[src/rtl/fault_campaign_if.sv]
// Handshake bundle between the fault-campaign controller and the injector / CUT comparison side.
// The controller takes the master modport; the injector/pattern side takes the slave modport.
interface fault_campaign_if #(
    parameter int OUT_BITS = 25,
    parameter int CNT_W    = 16
);
    logic                start;
    logic                FIL_END;
    logic [OUT_BITS-1:0] CUT_OP;
    logic [OUT_BITS-1:0] FF_OP;
    logic [OUT_BITS-1:0] OUT_MASK;
    logic                FIL_INC;
    logic                PAT_REQ;
    logic                busy;
    logic                done;
    logic [CNT_W-1:0]    fault_cnt;
    logic [CNT_W-1:0]    det_cnt;
    logic                det_pulse;

    modport master (
        input  start, FIL_END, CUT_OP, FF_OP, OUT_MASK,
        output FIL_INC, PAT_REQ, busy, done, fault_cnt, det_cnt, det_pulse
    );

    modport slave (
        output start, FIL_END, CUT_OP, FF_OP, OUT_MASK,
        input  FIL_INC, PAT_REQ, busy, done, fault_cnt, det_cnt, det_pulse
    );
endinterface

[src/rtl/fault_campaign_ctrl.sv]
// Fault-injection campaign sequencer: injects each fault, applies patterns, compares faulty vs
// fault-free outputs after LAT cycles, and keeps saturating fault / detection counts.
module fault_campaign_ctrl #(
    parameter int OUT_BITS      = 25,
    parameter int PAT_PER_FAULT = 16,
    parameter int LAT           = 1,
    parameter int CNT_W         = 16,
    parameter int DROP          = 1
) (
    input  logic             clk,
    input  logic             rst,
    fault_campaign_if.master bus
);
    typedef enum logic [2:0] {
        IDLE,
        INJECT,
        APPLY,
        DRAIN,
        NEXT,
        DONE
    } state_t;

    localparam int               PIDX_W    = (PAT_PER_FAULT > 1) ? $clog2(PAT_PER_FAULT) : 1;
    localparam logic [PIDX_W-1:0] PIDX_LAST = PIDX_W'(PAT_PER_FAULT - 1);
    localparam logic [CNT_W-1:0]  CNT_MAX   = '1;

    state_t             state, state_nxt;
    logic [PIDX_W-1:0]  pat_idx, pat_idx_nxt;
    logic [LAT-1:0]     vld, vld_shift;
    logic               detected, detected_nxt;
    logic [CNT_W-1:0]   fault_cnt, fault_cnt_nxt;
    logic [CNT_W-1:0]   det_cnt, det_cnt_nxt;
    logic               mismatch;
    logic               pat_req, fil_inc, det_pulse;

    function automatic logic [CNT_W-1:0] sat_inc(input logic [CNT_W-1:0] v);
        return (v == CNT_MAX) ? v : v + 1'b1;
    endfunction

    // The bit leaving the valid pipeline marks the cycle whose CUT_OP/FF_OP belong to a pattern.
    assign mismatch  = vld[LAT-1] & (|((bus.CUT_OP ^ bus.FF_OP) & bus.OUT_MASK));
    assign vld_shift = vld << 1;

    always_comb begin
        // NOTE: every signal gets its default before the case so no path leaves one unassigned.
        state_nxt     = state;
        pat_idx_nxt   = pat_idx;
        detected_nxt  = detected | mismatch;
        fault_cnt_nxt = fault_cnt;
        det_cnt_nxt   = det_cnt;
        pat_req       = 1'b0;
        fil_inc       = 1'b0;
        det_pulse     = 1'b0;

        unique case (state)
            IDLE, DONE: begin
                if (bus.start) begin
                    state_nxt     = INJECT;
                    fault_cnt_nxt = '0;
                    det_cnt_nxt   = '0;
                    detected_nxt  = 1'b0;
                end
            end
            INJECT: begin
                fil_inc     = 1'b1;
                pat_idx_nxt = '0;
                state_nxt   = APPLY;
            end
            APPLY: begin
                pat_req     = 1'b1;
                pat_idx_nxt = pat_idx + 1'b1;
                if (pat_idx == PIDX_LAST || (DROP != 0 && mismatch)) begin
                    state_nxt = DRAIN;
                end
            end
            DRAIN: begin
                // Leave once the entry exiting now was the last one in flight.
                if (vld_shift == '0) begin
                    state_nxt = NEXT;
                end
            end
            NEXT: begin
                fault_cnt_nxt = sat_inc(fault_cnt);
                if (detected) begin
                    det_cnt_nxt = sat_inc(det_cnt);
                    det_pulse   = 1'b1;
                end
                detected_nxt = 1'b0;
                state_nxt    = bus.FIL_END ? DONE : INJECT;
            end
            default: state_nxt = IDLE;
        endcase
    end

    always_ff @(posedge clk) begin
        // NOTE: state registers use non-blocking assignment so every flop samples pre-edge values.
        if (!rst) begin
            state     <= IDLE;
            pat_idx   <= '0;
            vld       <= '0;
            detected  <= 1'b0;
            fault_cnt <= '0;
            det_cnt   <= '0;
        end else begin
            state     <= state_nxt;
            pat_idx   <= pat_idx_nxt;
            vld       <= vld_shift | LAT'(pat_req);
            detected  <= detected_nxt;
            fault_cnt <= fault_cnt_nxt;
            det_cnt   <= det_cnt_nxt;
        end
    end

    assign bus.FIL_INC   = fil_inc;
    assign bus.PAT_REQ   = pat_req;
    assign bus.det_pulse = det_pulse;
    assign bus.busy      = (state == INJECT) || (state == APPLY) || (state == DRAIN) || (state == NEXT);
    assign bus.done      = (state == DONE);
    assign bus.fault_cnt = fault_cnt;
    assign bus.det_cnt   = det_cnt;
endmodule

[src/flat_wrapper.sv]
// flat-port wrapper written by rule: the top's interface ports become plain ports
module fault_campaign_ctrl_flat 
#(
    parameter int OUT_BITS      = 25,
    parameter int PAT_PER_FAULT = 16,
    parameter int LAT           = 1,
    parameter int CNT_W         = 16,
    parameter int DROP          = 1
)
  (clk, rst, bus_start, bus_FIL_END, bus_CUT_OP, bus_FF_OP, bus_OUT_MASK, bus_FIL_INC, bus_PAT_REQ, bus_busy, bus_done, bus_fault_cnt, bus_det_cnt, bus_det_pulse);
  fault_campaign_if #(.OUT_BITS(OUT_BITS), .CNT_W(CNT_W)) bus_i ();
  input  logic clk;
  input  logic rst;
  input wire logic [$bits(bus_i.start)-1:0] bus_start;
  input wire logic [$bits(bus_i.FIL_END)-1:0] bus_FIL_END;
  input wire logic [$bits(bus_i.CUT_OP)-1:0] bus_CUT_OP;
  input wire logic [$bits(bus_i.FF_OP)-1:0] bus_FF_OP;
  input wire logic [$bits(bus_i.OUT_MASK)-1:0] bus_OUT_MASK;
  output wire logic [$bits(bus_i.FIL_INC)-1:0] bus_FIL_INC;
  output wire logic [$bits(bus_i.PAT_REQ)-1:0] bus_PAT_REQ;
  output wire logic [$bits(bus_i.busy)-1:0] bus_busy;
  output wire logic [$bits(bus_i.done)-1:0] bus_done;
  output wire logic [$bits(bus_i.fault_cnt)-1:0] bus_fault_cnt;
  output wire logic [$bits(bus_i.det_cnt)-1:0] bus_det_cnt;
  output wire logic [$bits(bus_i.det_pulse)-1:0] bus_det_pulse;
  assign bus_i.start = bus_start;
  assign bus_i.FIL_END = bus_FIL_END;
  assign bus_i.CUT_OP = bus_CUT_OP;
  assign bus_i.FF_OP = bus_FF_OP;
  assign bus_i.OUT_MASK = bus_OUT_MASK;
  assign bus_FIL_INC = bus_i.FIL_INC;
  assign bus_PAT_REQ = bus_i.PAT_REQ;
  assign bus_busy = bus_i.busy;
  assign bus_done = bus_i.done;
  assign bus_fault_cnt = bus_i.fault_cnt;
  assign bus_det_cnt = bus_i.det_cnt;
  assign bus_det_pulse = bus_i.det_pulse;
  fault_campaign_ctrl #(.OUT_BITS(OUT_BITS), .PAT_PER_FAULT(PAT_PER_FAULT), .LAT(LAT), .CNT_W(CNT_W), .DROP(DROP)) u_core (.clk(clk), .rst(rst), .bus(bus_i));
endmodule
[config.mk]
export PLATFORM = sky130hd
export DESIGN_NAME = fault_campaign_ctrl_flat
export DESIGN_NICKNAME = d
export VERILOG_FILES = /design/src/rtl/fault_campaign_if.sv /design/src/rtl/fault_campaign_ctrl.sv /design/src/flat_wrapper.sv
export SDC_FILE = /design/constraint.sdc
export NUM_CORES = 1
export LEC_CHECK = 0
export ABC_CLOCK_PERIOD_IN_PS = 2410
export CORE_ASPECT_RATIO = 1.5
export CORE_MARGIN = 1
export CORE_UTILIZATION = 35
export DETAILED_ROUTE_END_ITERATION = 10
export PLACE_DENSITY = 0.78
export SETUP_SLACK_MARGIN = 0.2
export SLEW_MARGIN = 20
export SYNTH_ARGS = -nofsm -noshare
export SYNTH_HDL_FRONTEND = slang
export SYNTH_SLANG_ARGS = --single-unit
export TNS_END_PERCENT = 50
[constraint.sdc]
create_clock -name clk -period 2.41 [get_ports clk]
set_clock_uncertainty 0.15 [all_clocks]
set_input_delay 0.482 -clock clk [delete_from_list [all_inputs] [get_ports clk]]
set_output_delay 0.482 -clock clk [all_outputs]
set_load 0.01 [all_outputs]
**Word level (Yosys, flattened, before mapping)**

Index checks and enable logic that the tools add are counted.

- Register bits after elaboration: 41
- Latch bits: 0
- Memory bits (writable): 0
- Bits in read-only memories: 0
- Bits of input ports: 79
- Word-level logic and storage cells: 55
- Memories: 0

- Add/sub/neg operators: 3
- Multiply operators: 0
- Divide/modulo/power cells: 0
- $lt $le $gt $ge: 0
- Equality and inequality tests: 13
- Shift-type cells: 0
- Mux-type cells: 17
- Bitwise gates (word level): 4
- Reductions and logical operators: 12

Operators with widths:

| cell | count |
|---|---|
| $mux 16 | 4 |
| $pmux 16 s2 | 2 |
| $add 16x1->16 const B | 2 |
| $eq 16x16->1 const B | 2 |
| $and 25x25->25 | 1 |
| $reduce_or 25->1 | 1 |
| $xor 25x25->25 | 1 |
| $pmux 3 s5 | 1 |
| $mux 3 | 3 |
| $pmux 4 s2 | 1 |
| $eq 3x2->1 const B | 2 |
| $eq 3x3->1 const B | 2 |
| $ne 2x2->1 const B | 3 |
| $mux 1 | 5 |
| $add 4x1->4 const B | 1 |
| $eq 4x4->1 const B | 1 |
| $logic_or 1x1->1 | 4 |
| $ne 2x1->1 const B | 2 |
| $reduce_and 4->1 | 1 |
| $reduce_bool 2->1 | 2 |
| $eq 3x1->1 const B | 1 |
| $logic_not 3->1 | 1 |
| $reduce_and 3->1 | 1 |
| $pmux 1 s2 | 1 |
| 4 further kinds | 4 |

**Longest topological paths before layout**

- Depth in word-level cells: 7
- Gate-level depth with buffers: 8

**Worst setup path before layout**

OpenSTA, ideal clock, no wires.

- Path type: reg-to-reg
- Start: register u_core.state[0]
- End: register u_core.fault_cnt[9] (netlist: u_core.bus.fault_cnt[9])
- Setup time: 0.125 ns
- Arrival: 1.736 ns
- Slack: 0.398 ns
- Stages on the path, launching flop included: 8
- Buffers on the path: 2
- Period minus slack after synthesis: 2.012 ns
- Cell sequence: dfxtp_1 > buf_4 > or3b_4 > nor4_4 > and2_1 > buf_4 > or4_1 > a21oi_1

- Longest elaborated chain between the ends: 4
- Elaborated cells on any way between the ends: 9
- Those cells by class: eq/ne (4); mux (1); reduce/logical (4)

RTL lines:

| element | line | text |
|---|---|---|
| start, declared | fault_campaign_ctrl.sv:27 | `state_t state, state_nxt;` |
| start signal, assigned | fault_campaign_ctrl.sv:105 | `state <= state_nxt;` |
| $eq 3x3->1 / $logic_not 3->1 (equally long branches) | fault_campaign_ctrl.sv:55 | `unique case (state)` |
| $reduce_or 2->1 | fault_campaign_ctrl.sv:55 |  |
| $ne 2x2->1 (no line) / $reduce_bool 2->1 (equally long branches) | -- |  |
| $reduce_and 3->1 (no line) | -- |  |
| end signal, assigned | fault_campaign_ctrl.sv:109 | `fault_cnt <= fault_cnt_nxt;` |
| end, declared | fault_campaign_ctrl.sv:31 | `logic [CNT_W-1:0] fault_cnt, fault_cnt_nxt;` |

Several ways; a longest one is shown, not always the timed one.
A chain may end at the register's enable or synchronous reset.

**Worst setup path after layout**

- Start: register u_core.state[1]
- End: output bus_PAT_REQ

- Longest elaborated chain between the ends: 2

RTL lines:

| element | line | text |
|---|---|---|
| $eq 3x2->1 | fault_campaign_ctrl.sv:55 |  |
| $mux 1 | fault_campaign_ctrl.sv:55 |  |
| end, declared | flat_wrapper.sv:20 | `output wire logic [$bits(bus_i.PAT_REQ)-1:0] bus_PAT_REQ;` |

No other way between the ends.

==> run metrics <==
DRC violations left=0; peak per-stage delay on the critical path=0.57 ns; post-synth net total=374; leakage power summed over all cells=0.00133 µW; buffers added on ports=115; post-synthesis share of cell area spent on full adders, half adders and majority gates=0.0153; Primary FF master, synth=sky130_fd_sc_hd__dfxtp_1; Floorplan Core Area=0.00681 mm²; main combinational cell family by area after synthesis=simple AND/OR/NAND/NOR gates; average size of a mapped cell=8.42 µm²; result of the run=finished clean; largest net degree at the start of global routing=30; number of buffers added by the clock tree synthesis step=5; Area growth, synth to finish=59.0%; synthesized area=0.00246 mm²; Die H=105 µm; area enclosed by the die boundary=0.00737 mm²; Max-cap violations=0; Non-Filler Instances=497; critical-path maximum fanout=7; clock input transition at the sequential cells of the worst setup and hold paths=0.08 ns; post-synthesis sequential area ratio=0.334; Antenna Violating Nets Remaining=0; met2 demand-to-capacity share in global routing=0.376; synthesized-area fraction occupied by ao, oa, aoi and oai cells=0.208; critical path endpoint category=primary output; number of hold violations in the final report=0; data arrival time of the worst path=1.63 ns; total clock sinks=41; routed wirelength normalized by instance count=15.3 µm; number of global-route vias before repair=2555; half-perimeter wire length of the detailed placement result=6070 µm; number of register bits inferred by synthesis=41; slowest CP cell=sky130_fd_sc_hd__clkdlybuf4s50_1; unrepaired setup endpoints after global routing=yes; number of antenna violations at the first check in global routing=2; kind of critical path=reg2out; Slew @ Worst Pin=0.404 ns; Routability Congestion=0.809; Final Max Tran Viols=0; die width=70.4 µm; fmax=0.442 GHz; min Tclk post-route=2.26 ns; final net count=500; H-Tree Level Count=2; Tightest Hold Check Type=reg2reg; post-synthesis share of cell area spent on and, or, nand and nor gates=0.260; fill cell count=609; CTS Hold Buffers Added=0; share of synthesized area spent on multiplexers=0.00407; cell total after placement=489; met3 track demand over resource=0.0733; Core Util, Final=0.574; Setup Viol. Count Final=0; antenna cell count=0; overflow left after global routing=0; Total Wirelength=7600 µm; maximum ir drop on the vdd rail=0.000404 V; root cell of the clock tree=sky130_fd_sc_hd__clkbuf_8; clock latency reported for the late side of the worst-skew pair=0.30 ns; critical path launch point type=register; busiest grt layer=met2; number of enable flip-flop cells after synthesis=0; clock buffer depth=2; row count=37; GR Util All Layers=0.200; total number of vias=2709; Synth Area in XOR/XNOR=0.143; wire length of the first global-routing pass=11900 µm; number of different library cells in the post-synthesis netlist=47; Slew headroom=0.730; chain of cells forming the critical path=buf_4, nor3b_2, clkdlybuf4s50_1; setup fix buffers added after clock tree synthesis=0; count of synthesis-stage warnings from yosys=0; fraction of final layout cells with drive strength greater than 1=0.0883; router iterations before antenna repair=6; GRT met1 Usage=0.202; number of I/O pins=116; starting utilization of the core area=0.361; Via-to-Cell Ratio=5.45; number of cells produced by synthesis=292; proportion of register bits with asynchronous set or reset after synthesis=0; Tcrit/Tclk final=0.938; power density over the cells=431 mW/mm²; CTS tree=built; required arrival time at the worst endpoint=1.78 ns; DRC marker count from the first detailed-route iteration=55
[final timing paths]
check	startpoint	endpoint	slack (ns)	cells past startpoint
max	u_core.state[1]	bus_PAT_REQ	0.15	3
min	u_core.bus.fault_cnt[1]	u_core.bus.fault_cnt[1]	0.35	2
max reg2reg	u_core.bus.det_cnt[0]	u_core.bus.det_cnt[11]	0.29	7
min reg2reg	u_core.bus.fault_cnt[1]	u_core.bus.fault_cnt[1]	0.35	2
[report_power, final]
group | internal, µW | leakage (µW) | switching [µW] | total, µW
logic | 271 | 0.000946 | 190 | 461
registers | 696 | 0.000332 | 23.2 | 719
clock network | 259 | 0.0000542 | 245 | 504
total | 1230 | 0.00133 | 459 | 1680
[metrics by stage]
step | hold slack, ns | area (µm²) | setup slack, ns | setup TNS (ns) | total power [µW]
detailed placement | 0.332 | 3780 | -0.0760 | -0.288 | 1190
floorplan | 0.297 | 2460 | 0.398 | 0 | 935
global placement | 0.323 | 3780 | -0.0177 | -0.0404 | 1180
finish | 0.347 | 3910 | 0.149 | 0 | 1680
global route | 0.384 | 3910 | 0.0791 | 0 | 1760
CTS | 0.351 | 3890 | 0.0809 | 0 | 1690
[area by class of cell]
| cell class | count | area [µm²] | area share |
|---|---|---|---|
| repair buffers | 131 | 1280 | 0.329 |
| well taps | 78 | 97.6 | 0.0250 |
| flip-flops and latches | 41 | 823 | 0.211 |
| multi-input cells | 232 | 1570 | 0.403 |
| inverters | 7 | 26.3 | 0.00673 |
| clock inverters | 1 | 5.00 | 0.00128 |
| clock buffers | 7 | 96.3 | 0.0247 |
[critical path: cells and delay by family (launching register included)]
family | cells | cell delay (ns)
buffers and inverters | 2 | 0.73
DFF | 1 | 0.40
and+or+nand+nor | 1 | 0.19
[registers in the layout, summed over array words and instances, names as in the netlist]
| signal | cells |
|---|---|
| u_core.state | 3 |
| u_core.bus.det_cnt | 16 |
| u_core.bus.fault_cnt | 16 |
| u_core.vld | 1 |
| u_core.pat_idx | 4 |
| u_core.detected | 1 |
[routing by layer]
metal	part of all wire	routed length [µm]
met5	0.0017	13
met2	0.51	3900
met3	0.10	792
met4	0.013	101
met1	0.37	2790
[Yosys cell counts, types with 3 or more instances]
library cell | count | area share
sky130_fd_sc_hd__a22oi_1 | 12 | 0.037
sky130_fd_sc_hd__nor2_1 | 21 | 0.032
sky130_fd_sc_hd__nor2b_1 | 5 | 0.013
sky130_fd_sc_hd__and2_1 | 7 | 0.018
sky130_fd_sc_hd__nand4_1 | 13 | 0.033
sky130_fd_sc_hd__nand2_1 | 19 | 0.029
sky130_fd_sc_hd__a211oi_1 | 3 | 0.0092
sky130_fd_sc_hd__buf_2 | 5 | 0.010
sky130_fd_sc_hd__clkbuf_1 | 4 | 0.0061
sky130_fd_sc_hd__or3_1 | 8 | 0.020
sky130_fd_sc_hd__buf_4 | 3 | 0.0092
sky130_fd_sc_hd__nand2b_1 | 3 | 0.0076
sky130_fd_sc_hd__and4_1 | 3 | 0.011
sky130_fd_sc_hd__nor4_1 | 3 | 0.0076
sky130_fd_sc_hd__or4_1 | 5 | 0.015
sky130_fd_sc_hd__xor2_1 | 26 | 0.093
sky130_fd_sc_hd__nand3_1 | 13 | 0.026
sky130_fd_sc_hd__inv_1 | 7 | 0.011
sky130_fd_sc_hd__a21oi_1 | 20 | 0.041
sky130_fd_sc_hd__ha_1 | 3 | 0.015
sky130_fd_sc_hd__dfxtp_1 | 41 | 0.33
sky130_fd_sc_hd__xnor2_1 | 14 | 0.050
sky130_fd_sc_hd__o21ai_0 | 13 | 0.026
sky130_fd_sc_hd__nor3b_1 | 3 | 0.0092
sky130_fd_sc_hd__a2111oi_1 | 4 | 0.016
sky130_fd_sc_hd__o31ai_1 | 7 | 0.021
[cells by family (layout without fill, tap and decap cells)]
| family | after synthesis | in the layout |
|---|---|---|
| AO/OA/AOI/OAI | 75 | 75 |
| adder cells (fa/ha/maj) | 3 | 3 |
| multiplexers | 1 | 1 |
| AND/OR/NAND/NOR | 113 | 113 |
| XOR/XNOR | 40 | 40 |
| buffers and inverters | 19 | 146 |
| flip-flops | 41 | 41 |
[cell usage in the layout (no fill, tap or decap), types with 2 or more instances in the layout]
cell	count
sky130_fd_sc_hd__a2111o_1	2
sky130_fd_sc_hd__a2111oi_1	3
sky130_fd_sc_hd__a211oi_1	3
sky130_fd_sc_hd__a21oi_1	20
sky130_fd_sc_hd__a22oi_1	12
sky130_fd_sc_hd__a31oi_1	2
sky130_fd_sc_hd__and2_1	7
sky130_fd_sc_hd__and3_1	2
sky130_fd_sc_hd__and4_1	3
sky130_fd_sc_hd__buf_4	15
sky130_fd_sc_hd__clkbuf_8	7
sky130_fd_sc_hd__clkdlybuf4s50_1	113
sky130_fd_sc_hd__dfxtp_1	39
sky130_fd_sc_hd__dfxtp_2	2
sky130_fd_sc_hd__ha_1	3
sky130_fd_sc_hd__inv_1	7
sky130_fd_sc_hd__nand2_1	19
sky130_fd_sc_hd__nand2b_1	3
sky130_fd_sc_hd__nand3_1	12
sky130_fd_sc_hd__nand4_1	13
sky130_fd_sc_hd__nor2_1	21
sky130_fd_sc_hd__nor2b_1	5
sky130_fd_sc_hd__nor3b_1	2
sky130_fd_sc_hd__nor4_1	3
sky130_fd_sc_hd__o21ai_0	12
sky130_fd_sc_hd__o22a_1	2
sky130_fd_sc_hd__o31ai_1	7
sky130_fd_sc_hd__o41ai_1	2
sky130_fd_sc_hd__or2_2	2
sky130_fd_sc_hd__or3_1	8
sky130_fd_sc_hd__or4_1	5
sky130_fd_sc_hd__xnor2_1	14
sky130_fd_sc_hd__xor2_1	26
[what timing repair did]
action,CTS,global route
endpoints found under the setup margin,5,14
pin swaps,0,0
gates resized for setup,3,5
(Power assumes the default switching activity.)
